**src/rtl/exec_sequencer_if.sv**
```systemverilog
// Debug command handshake between the debug host and the run-control sequencer.
// The host drives valid/op; the sequencer answers with ready.
interface exec_sequencer_if;
    logic       cmd_valid_i;
    logic       cmd_ready_o;
    logic [1:0] cmd_op_i;

    modport master (
        output cmd_valid_i,
        output cmd_op_i,
        input  cmd_ready_o
    );

    modport slave (
        input  cmd_valid_i,
        input  cmd_op_i,
        output cmd_ready_o
    );
endinterface

```
**src/rtl/exec_sequencer.sv**
```systemverilog
// Run-control sequencer: gates fetch/pipeline advance, executes debug commands,
// drains the pipeline on halt and keeps cycle / retired-instruction counters.
module exec_sequencer #(
    parameter int DRAIN_CYCLES = 4,
    parameter int CNT_W        = 32
) (
    input  logic             clk_i,
    input  logic             rst_i,
    exec_sequencer_if.slave  cmd,
    input  logic             wb_is_halt_i,
    input  logic             wb_retire_i,
    output logic             fetch_en_o,
    output logic             pipe_en_o,
    output logic             core_flush_o,
    output logic [2:0]       state_o,
    output logic             halted_o,
    output logic [1:0]       halt_cause_o,
    output logic [CNT_W-1:0] cycle_cnt_o,
    output logic [CNT_W-1:0] instret_cnt_o
);

    localparam int DW = (DRAIN_CYCLES < 2) ? 1 : $clog2(DRAIN_CYCLES + 1);

    localparam logic [2:0] S_IDLE     = 3'd0;
    localparam logic [2:0] S_RUN      = 3'd1;
    localparam logic [2:0] S_STEP     = 3'd2;
    localparam logic [2:0] S_DRAIN    = 3'd3;
    localparam logic [2:0] S_HALTED   = 3'd4;
    localparam logic [2:0] S_CORE_RST = 3'd5;

    localparam logic [1:0] OP_RUN   = 2'b00;
    localparam logic [1:0] OP_STEP  = 2'b01;
    localparam logic [1:0] OP_HALT  = 2'b10;
    localparam logic [1:0] OP_RESET = 2'b11;

    localparam logic [1:0] C_NONE  = 2'b00;
    localparam logic [1:0] C_ECALL = 2'b01;
    localparam logic [1:0] C_DEBUG = 2'b10;
    localparam logic [1:0] C_STEP  = 2'b11;

    logic [2:0]       state_q,   state_d;
    logic [1:0]       cause_q,   cause_d;
    logic [DW-1:0]    drain_q,   drain_d;
    logic             from_step_q, from_step_d;
    logic [CNT_W-1:0] cycle_q,   cycle_d;
    logic [CNT_W-1:0] instret_q, instret_d;

    logic ready;
    logic pipe_en;
    logic accept;
    logic ecall;

    assign ready   = (state_q == S_IDLE) || (state_q == S_RUN) ||
                     (state_q == S_HALTED);
    assign pipe_en = (state_q == S_RUN) || (state_q == S_STEP) ||
                     (state_q == S_DRAIN);
    assign accept  = cmd.cmd_valid_i && ready;
    assign ecall   = wb_is_halt_i && pipe_en;

    always_comb begin
        state_d     = state_q;
        cause_d     = cause_q;
        drain_d     = drain_q;
        from_step_d = from_step_q;
        unique case (state_q)
            S_IDLE: begin
                if (accept) begin
                    unique case (cmd.cmd_op_i)
                        OP_RUN:   begin state_d = S_RUN;  cause_d = C_NONE; end
                        OP_STEP:  begin state_d = S_STEP; cause_d = C_NONE; end
                        OP_RESET: state_d = S_CORE_RST;
                        default:  ;
                    endcase
                end
            end
            S_RUN: begin
                if (ecall) begin
                    state_d = S_HALTED;
                    cause_d = C_ECALL;
                end else if (accept) begin
                    unique case (cmd.cmd_op_i)
                        OP_HALT: begin
                            state_d     = S_DRAIN;
                            drain_d     = DW'(DRAIN_CYCLES);
                            from_step_d = 1'b0;
                        end
                        OP_RESET: state_d = S_CORE_RST;
                        default:  ;
                    endcase
                end
            end
            S_STEP: begin
                if (ecall) begin
                    state_d = S_HALTED;
                    cause_d = C_ECALL;
                end else begin
                    state_d     = S_DRAIN;
                    drain_d     = DW'(DRAIN_CYCLES);
                    from_step_d = 1'b1;
                end
            end
            S_DRAIN: begin
                // An ecall reaching WB wins over a drain that is just finishing
                if (ecall) begin
                    state_d = S_HALTED;
                    cause_d = C_ECALL;
                    drain_d = '0;
                end else if (drain_q <= DW'(1)) begin
                    state_d = S_HALTED;
                    cause_d = from_step_q ? C_STEP : C_DEBUG;
                    drain_d = '0;
                end else begin
                    drain_d = drain_q - DW'(1);
                end
            end
            S_HALTED: begin
                if (accept) begin
                    if (cmd.cmd_op_i == OP_RESET) begin
                        state_d = S_CORE_RST;
                    end else if (cause_q != C_ECALL) begin
                        if (cmd.cmd_op_i == OP_RUN) begin
                            state_d = S_RUN;
                            cause_d = C_NONE;
                        end else if (cmd.cmd_op_i == OP_STEP) begin
                            state_d = S_STEP;
                            cause_d = C_NONE;
                        end
                    end
                end
            end
            S_CORE_RST: begin
                state_d = S_IDLE;
                cause_d = C_NONE;
            end
            default: state_d = S_IDLE;
        endcase
    end

    always_comb begin
        cycle_d   = cycle_q;
        instret_d = instret_q;
        if (pipe_en) begin
            cycle_d = cycle_q + CNT_W'(1);
            if (wb_retire_i) instret_d = instret_q + CNT_W'(1);
        end
        if (state_q == S_CORE_RST) begin
            cycle_d   = '0;
            instret_d = '0;
        end
    end

    always_ff @(posedge clk_i or posedge rst_i) begin
        if (rst_i) begin
            state_q     <= S_IDLE;
            cause_q     <= C_NONE;
            drain_q     <= '0;
            from_step_q <= 1'b0;
            cycle_q     <= '0;
            instret_q   <= '0;
        end else begin
            state_q     <= state_d;
            cause_q     <= cause_d;
            drain_q     <= drain_d;
            from_step_q <= from_step_d;
            cycle_q     <= cycle_d;
            instret_q   <= instret_d;
        end
    end

    assign cmd.cmd_ready_o = ready;
    assign fetch_en_o      = (state_q == S_RUN) || (state_q == S_STEP);
    assign pipe_en_o       = pipe_en;
    assign core_flush_o    = (state_q == S_CORE_RST);
    assign state_o         = state_q;
    assign halted_o        = (state_q == S_HALTED);
    assign halt_cause_o    = cause_q;
    assign cycle_cnt_o     = cycle_q;
    assign instret_cnt_o   = instret_q;

endmodule

```
**src/flat_wrapper.sv**
```systemverilog
// flat-port wrapper written by rule: the top's interface ports become plain ports
module exec_sequencer_flat 
#(
    parameter int DRAIN_CYCLES = 4,
    parameter int CNT_W        = 32
)
  (clk_i, rst_i, wb_is_halt_i, wb_retire_i, fetch_en_o, pipe_en_o, core_flush_o, state_o, halted_o, halt_cause_o, cycle_cnt_o, instret_cnt_o, cmd_cmd_valid_i, cmd_cmd_op_i, cmd_cmd_ready_o);
  exec_sequencer_if cmd_i ();
  input  logic clk_i;
  input  logic rst_i;
  input  logic wb_is_halt_i;
  input  logic wb_retire_i;
  output logic fetch_en_o;
  output logic pipe_en_o;
  output logic core_flush_o;
  output logic [2:0] state_o;
  output logic halted_o;
  output logic [1:0] halt_cause_o;
  output logic [CNT_W-1:0] cycle_cnt_o;
  output logic [CNT_W-1:0] instret_cnt_o;
  input wire logic [$bits(cmd_i.cmd_valid_i)-1:0] cmd_cmd_valid_i;
  input wire logic [$bits(cmd_i.cmd_op_i)-1:0] cmd_cmd_op_i;
  output wire logic [$bits(cmd_i.cmd_ready_o)-1:0] cmd_cmd_ready_o;
  assign cmd_i.cmd_valid_i = cmd_cmd_valid_i;
  assign cmd_i.cmd_op_i = cmd_cmd_op_i;
  assign cmd_cmd_ready_o = cmd_i.cmd_ready_o;
  exec_sequencer #(.DRAIN_CYCLES(DRAIN_CYCLES), .CNT_W(CNT_W)) u_core (.clk_i(clk_i), .rst_i(rst_i), .cmd(cmd_i), .wb_is_halt_i(wb_is_halt_i), .wb_retire_i(wb_retire_i), .fetch_en_o(fetch_en_o), .pipe_en_o(pipe_en_o), .core_flush_o(core_flush_o), .state_o(state_o), .halted_o(halted_o), .halt_cause_o(halt_cause_o), .cycle_cnt_o(cycle_cnt_o), .instret_cnt_o(instret_cnt_o));
endmodule
```
**config.mk**
```make
export PLATFORM = sky130hd
export DESIGN_NAME = exec_sequencer_flat
export DESIGN_NICKNAME = d
export VERILOG_FILES = /design/src/rtl/exec_sequencer_if.sv /design/src/rtl/exec_sequencer.sv /design/src/flat_wrapper.sv
export SDC_FILE = /design/constraint.sdc
export NUM_CORES = 1
export LEC_CHECK = 0
export BUFFER_PORTS_ARGS = -buffer_cell sky130_fd_sc_hd__buf_2
export CORE_ASPECT_RATIO = 1.2
export CORE_MARGIN = 4
export CORE_UTILIZATION = 50
export DETAILED_ROUTE_END_ITERATION = 8
export MAX_ROUTING_LAYER = met4
export PLACE_DENSITY = 0.74
export SLEW_MARGIN = 20
export SYNTH_ARGS = -nofsm -noshare
export SYNTH_HDL_FRONTEND = slang
export SYNTH_SLANG_ARGS = --single-unit
```
**constraint.sdc**
```tcl
create_clock -name clk_i -period 2.2 [get_ports clk_i]
set_input_delay 0.44 -clock clk_i [delete_from_list [all_inputs] [get_ports clk_i]]
set_output_delay 0.44 -clock clk_i [all_outputs]
set_load 0.01 [all_outputs]
```
==> run_results.csv <==
group,metric,value,unit
sta,period_minus_slack,2.08,ns
floorplanning,core_area,8060,um^2
worst_setup_path,r2r_cells,5,
logic_synthesis,yosysTopAreaCell,"dfrtp_1",
sta,post-route-period-util,0.944,
worst_setup_path,critPathKind,"register to register",
logic_synthesis,synth_fp_nets,476,
routing,via_count,3815,
global_route,grt_pass1_wl,17000,um
logic_synthesis,ys_async_sr_fraction,1.00,
worst_setup_path,regToRegEndpoint,"u_core.cycle_cnt_o[29]",
status,status,"finished clean",
routing,first_pass_iters,4,
sta,rsz0062_at_grt,"true",
sta,slew_headroom,0.674,
final_layout,num_antenna_cells,0,
logic_synthesis,synthCells,461,
final_layout,final_nets,562,
sta,slew_viol_final,0,
cts,cts_max_path_buffers,2,
final_layout,area_delta_synth_final,18.7,%
final_layout,drive_above_1_share,0.225,
cts,htreeDepth,3,
sta,finalSetupTns,0,ns
worst_setup_path,cp-startpoint,"u_core.state_o[1]",
flow_run,maxCapViolCount,0,
floorplanning,chipHeight,107,um
global_route,grt_pass1_vias,3576,
final_layout,fill_cells,713,
power_and_ir_drop,power,4200,uW
sta,setup_viol,0,
global_route,track_usage,0.220,
routing,drt-vias-per-instance,5.90,
cts,clk_pin_slew,0.09,ns
power_and_ir_drop,leakage,0.00240,uW
place,gp_congestion,0.880,
cts,cts.sink_count,73,
worst_setup_path,cp-start-kind,"register",
min_path,hp-class,"primary input to async pin",
worst_setup_path,required,2.48,ns
sta,fmax,0.481,GHz
worst_setup_path,crit_slowest_cell,"or4_1",
sta,worst_slack,0.123,ns
logic_synthesis,synth.avg_cell_area,8.93,um^2
logic_synthesis,yosysWarnings,0,
sta,clock_skew,0.0142,ns
logic_synthesis,synth_edf_count,0,
worst_setup_path,arrival,2.35,ns
cts,cts_root_buf,"clkbuf_8",
routing,first_iter_violations,210,
logic_synthesis,synth_area,4120,um^2
cts,numCtsBuffers,9,
worst_setup_path,crit_chain,"and2_1 > nor4_4 > nand4_2 > or4_1 > a21oi_1",
cts,cts_tree,"yes",
cts,post-cts-setup-buffer-count,0,
floorplanning,die-area,9760,um^2
worst_setup_path,crit_path_end,"u_core.cycle_cnt_o[29]",
worst_setup_path,crit_path_max_incr_delay,0.55,ns
logic_synthesis,ys_top_cells_by_area,"dfrtp_1 44%, xor2_1 7.0%, nor2_1 4.9%, nand4_1 4.3%, a21oi_1 3.5%",
global_route,antenna_found_initial,0,
floorplanning,rows,36,
final_layout,utilization,0.606,
worst_setup_path,r2r_slack,0.12,ns
logic_synthesis,ys_ff_latch,73,
place,hpwl,7410,um
floorplanning,die_w,90.9,um
worst_setup_path,reg2reg_from,"u_core.state_o[1]",
routing,antenna_left,0,
cts,postCtsHoldBufs,0,
place,io_buffers,80,
cts,clk_latency,0.35,ns
sta,worst_pin_slew,0.487,ns
routing,drt-total-wl,10300,um
power_and_ir_drop,peakVddDrop,0.615,mV
routing,drc,0,
floorplanning,pin_count,81,
worst_setup_path,cp-end-kind,"register",
sta,hold_viol_final,0,
worst_setup_path,crit_path_max_fanout,12,
floorplanning,start_util,0.511,
global_route,grt_max_degree,55,
global_route,gr-total-overflow,0,
place,pre_cts_slack,0.0787,ns
logic_synthesis,ys_types,47,
logic_synthesis,synthFlopType,"dfrtp_1",
logic_synthesis,synth_top_area_frac,0.443,
logic_synthesis,synth-seq-area-share,0.443,
routing,routedWlPerCell,15.9,um
power_and_ir_drop,p_per_area,860,nW/um^2
-- critical path: cells and delay by family (launching register included) --
family / cells / cell delay, ns
AOI/OAI and AO/OA: 1 / 0.16
DFF: 1 / 0.40
and+or+nand+nor: 4 / 1.44
-- cell type report --
class	count	area (um^2)	share of cell area
inverters	14	56.3	0.0115
flip-flops and latches	73	1830	0.374
repair buffers	100	563	0.115
clock buffers	10	128	0.0261
clock inverters	6	43.8	0.00896
multi-input cells	349	2150	0.440
well taps	95	119	0.0243
-- what timing repair did --
item | in CTS | in global routing
setup endpoints to repair | 0 | 6
hold endpoints to repair | 0 | 0
gates resized for setup | 0 | 3
-- sequential cells by signal, summed over array words and instances, names as in the netlist --
name and cells:
u_core.from_step_q 1, u_core.drain_q 3, u_core.state_o 3, u_core.halt_cause_o 2, u_core.cycle_cnt_o 32, u_core.instret_cnt_o 32
-- cells in the mapped netlist, types with 3 or more instances --
library cell and n:
buf_1 5, nand2_1 33, and4_1 4, nand3_1 20, inv_1 14, clkbuf_1 15
o21ai_0 28, a31oi_1 3, nor3b_1 3, or4_1 5, or3_1 12, xnor2_1 6
nor3_1 11, xor2_1 33, and2_1 8, and3_1 10, o31ai_1 10, a21oi_1 29
dfrtp_1 73, nor2b_1 3, nor4_1 4, nor2_1 54, nand4_1 28, mux2i_1 7
ha_1 8, nand2b_1 6
-- per-stage QoR --
stage | hold slack (ns) | instances | area [um^2]
after detailed placement | 0.466 | 631 | 4700
after global placement | 0.465 | 631 | 4700
after floorplan | 0.451 | 461 | 4120
final | 0.101 | 647 | 4890
after global routing | 0.115 | 647 | 4890
after CTS | 0.0935 | 647 | 4870
-- metal layers --
layer | global-route usage | part of all wire | vias to the layer above | wire length [um]
li1 | - | - | 1813 | -
met3 | 0.0441 | 0.047 | 17 | 490
met5 | - | 0 | - | 0
met1 | 0.265 | 0.43 | 1883 | 4410
met4 | 0.0927 | 0.018 | 0 | 184
met2 | 0.364 | 0.51 | 102 | 5230
-- worst min path at each step --
stage	from	endpoint	slack (ns)	cells after the start
floorplan	u_core.drain_q[0]	u_core.drain_q[0]	0.45	1
global placement	u_core.drain_q[0]	u_core.drain_q[0]	0.46	1
detailed placement	u_core.drain_q[0]	u_core.drain_q[0]	0.47	1
CTS	rst_i	u_core.instret_cnt_o[22]	0.09	2
global route	rst_i	u_core.instret_cnt_o[20]	0.12	2
finish	rst_i	u_core.instret_cnt_o[25]	0.10	2
-- layout by cell type (no fill, tap or decap), drive strengths merged, types with 7 or more instances in the layout --
master | synthesis | layout
o21ai | 28 | 28
clkbuf | 16 | 10
and2 | 8 | 8
nand3 | 20 | 20
nor3 | 11 | 11
nand4 | 29 | 29
or3 | 12 | 12
and3 | 10 | 10
buf | 9 | 100
a21oi | 29 | 29
ha | 8 | 8
inv | 14 | 14
mux2i | 7 | 7
dfrtp | 73 | 73
nand2 | 33 | 33
o31ai | 10 | 10
nor2 | 55 | 55
xor2 | 33 | 33
-- power breakdown --
part	switching, uW	internal [uW]
sequential	147	1490
combinational	1020	607
clock	521	413
total	1690	2510
-- kinds of logic (layout without fill, tap and decap cells) --
logic type / Yosys count / count (layout) / share of synthesized area
simple gates: 208 / 208 / 0.265
mux: 8 / 8 / 0.0197
buf+inv: 39 / 130 / 0.0401
compound gates: 86 / 86 / 0.124
xor+xnor: 39 / 39 / 0.0829
fa+ha+maj: 8 / 8 / 0.0243
flops: 73 / 73 / 0.443
Note: power is estimated with default switching activity, not from simulation.
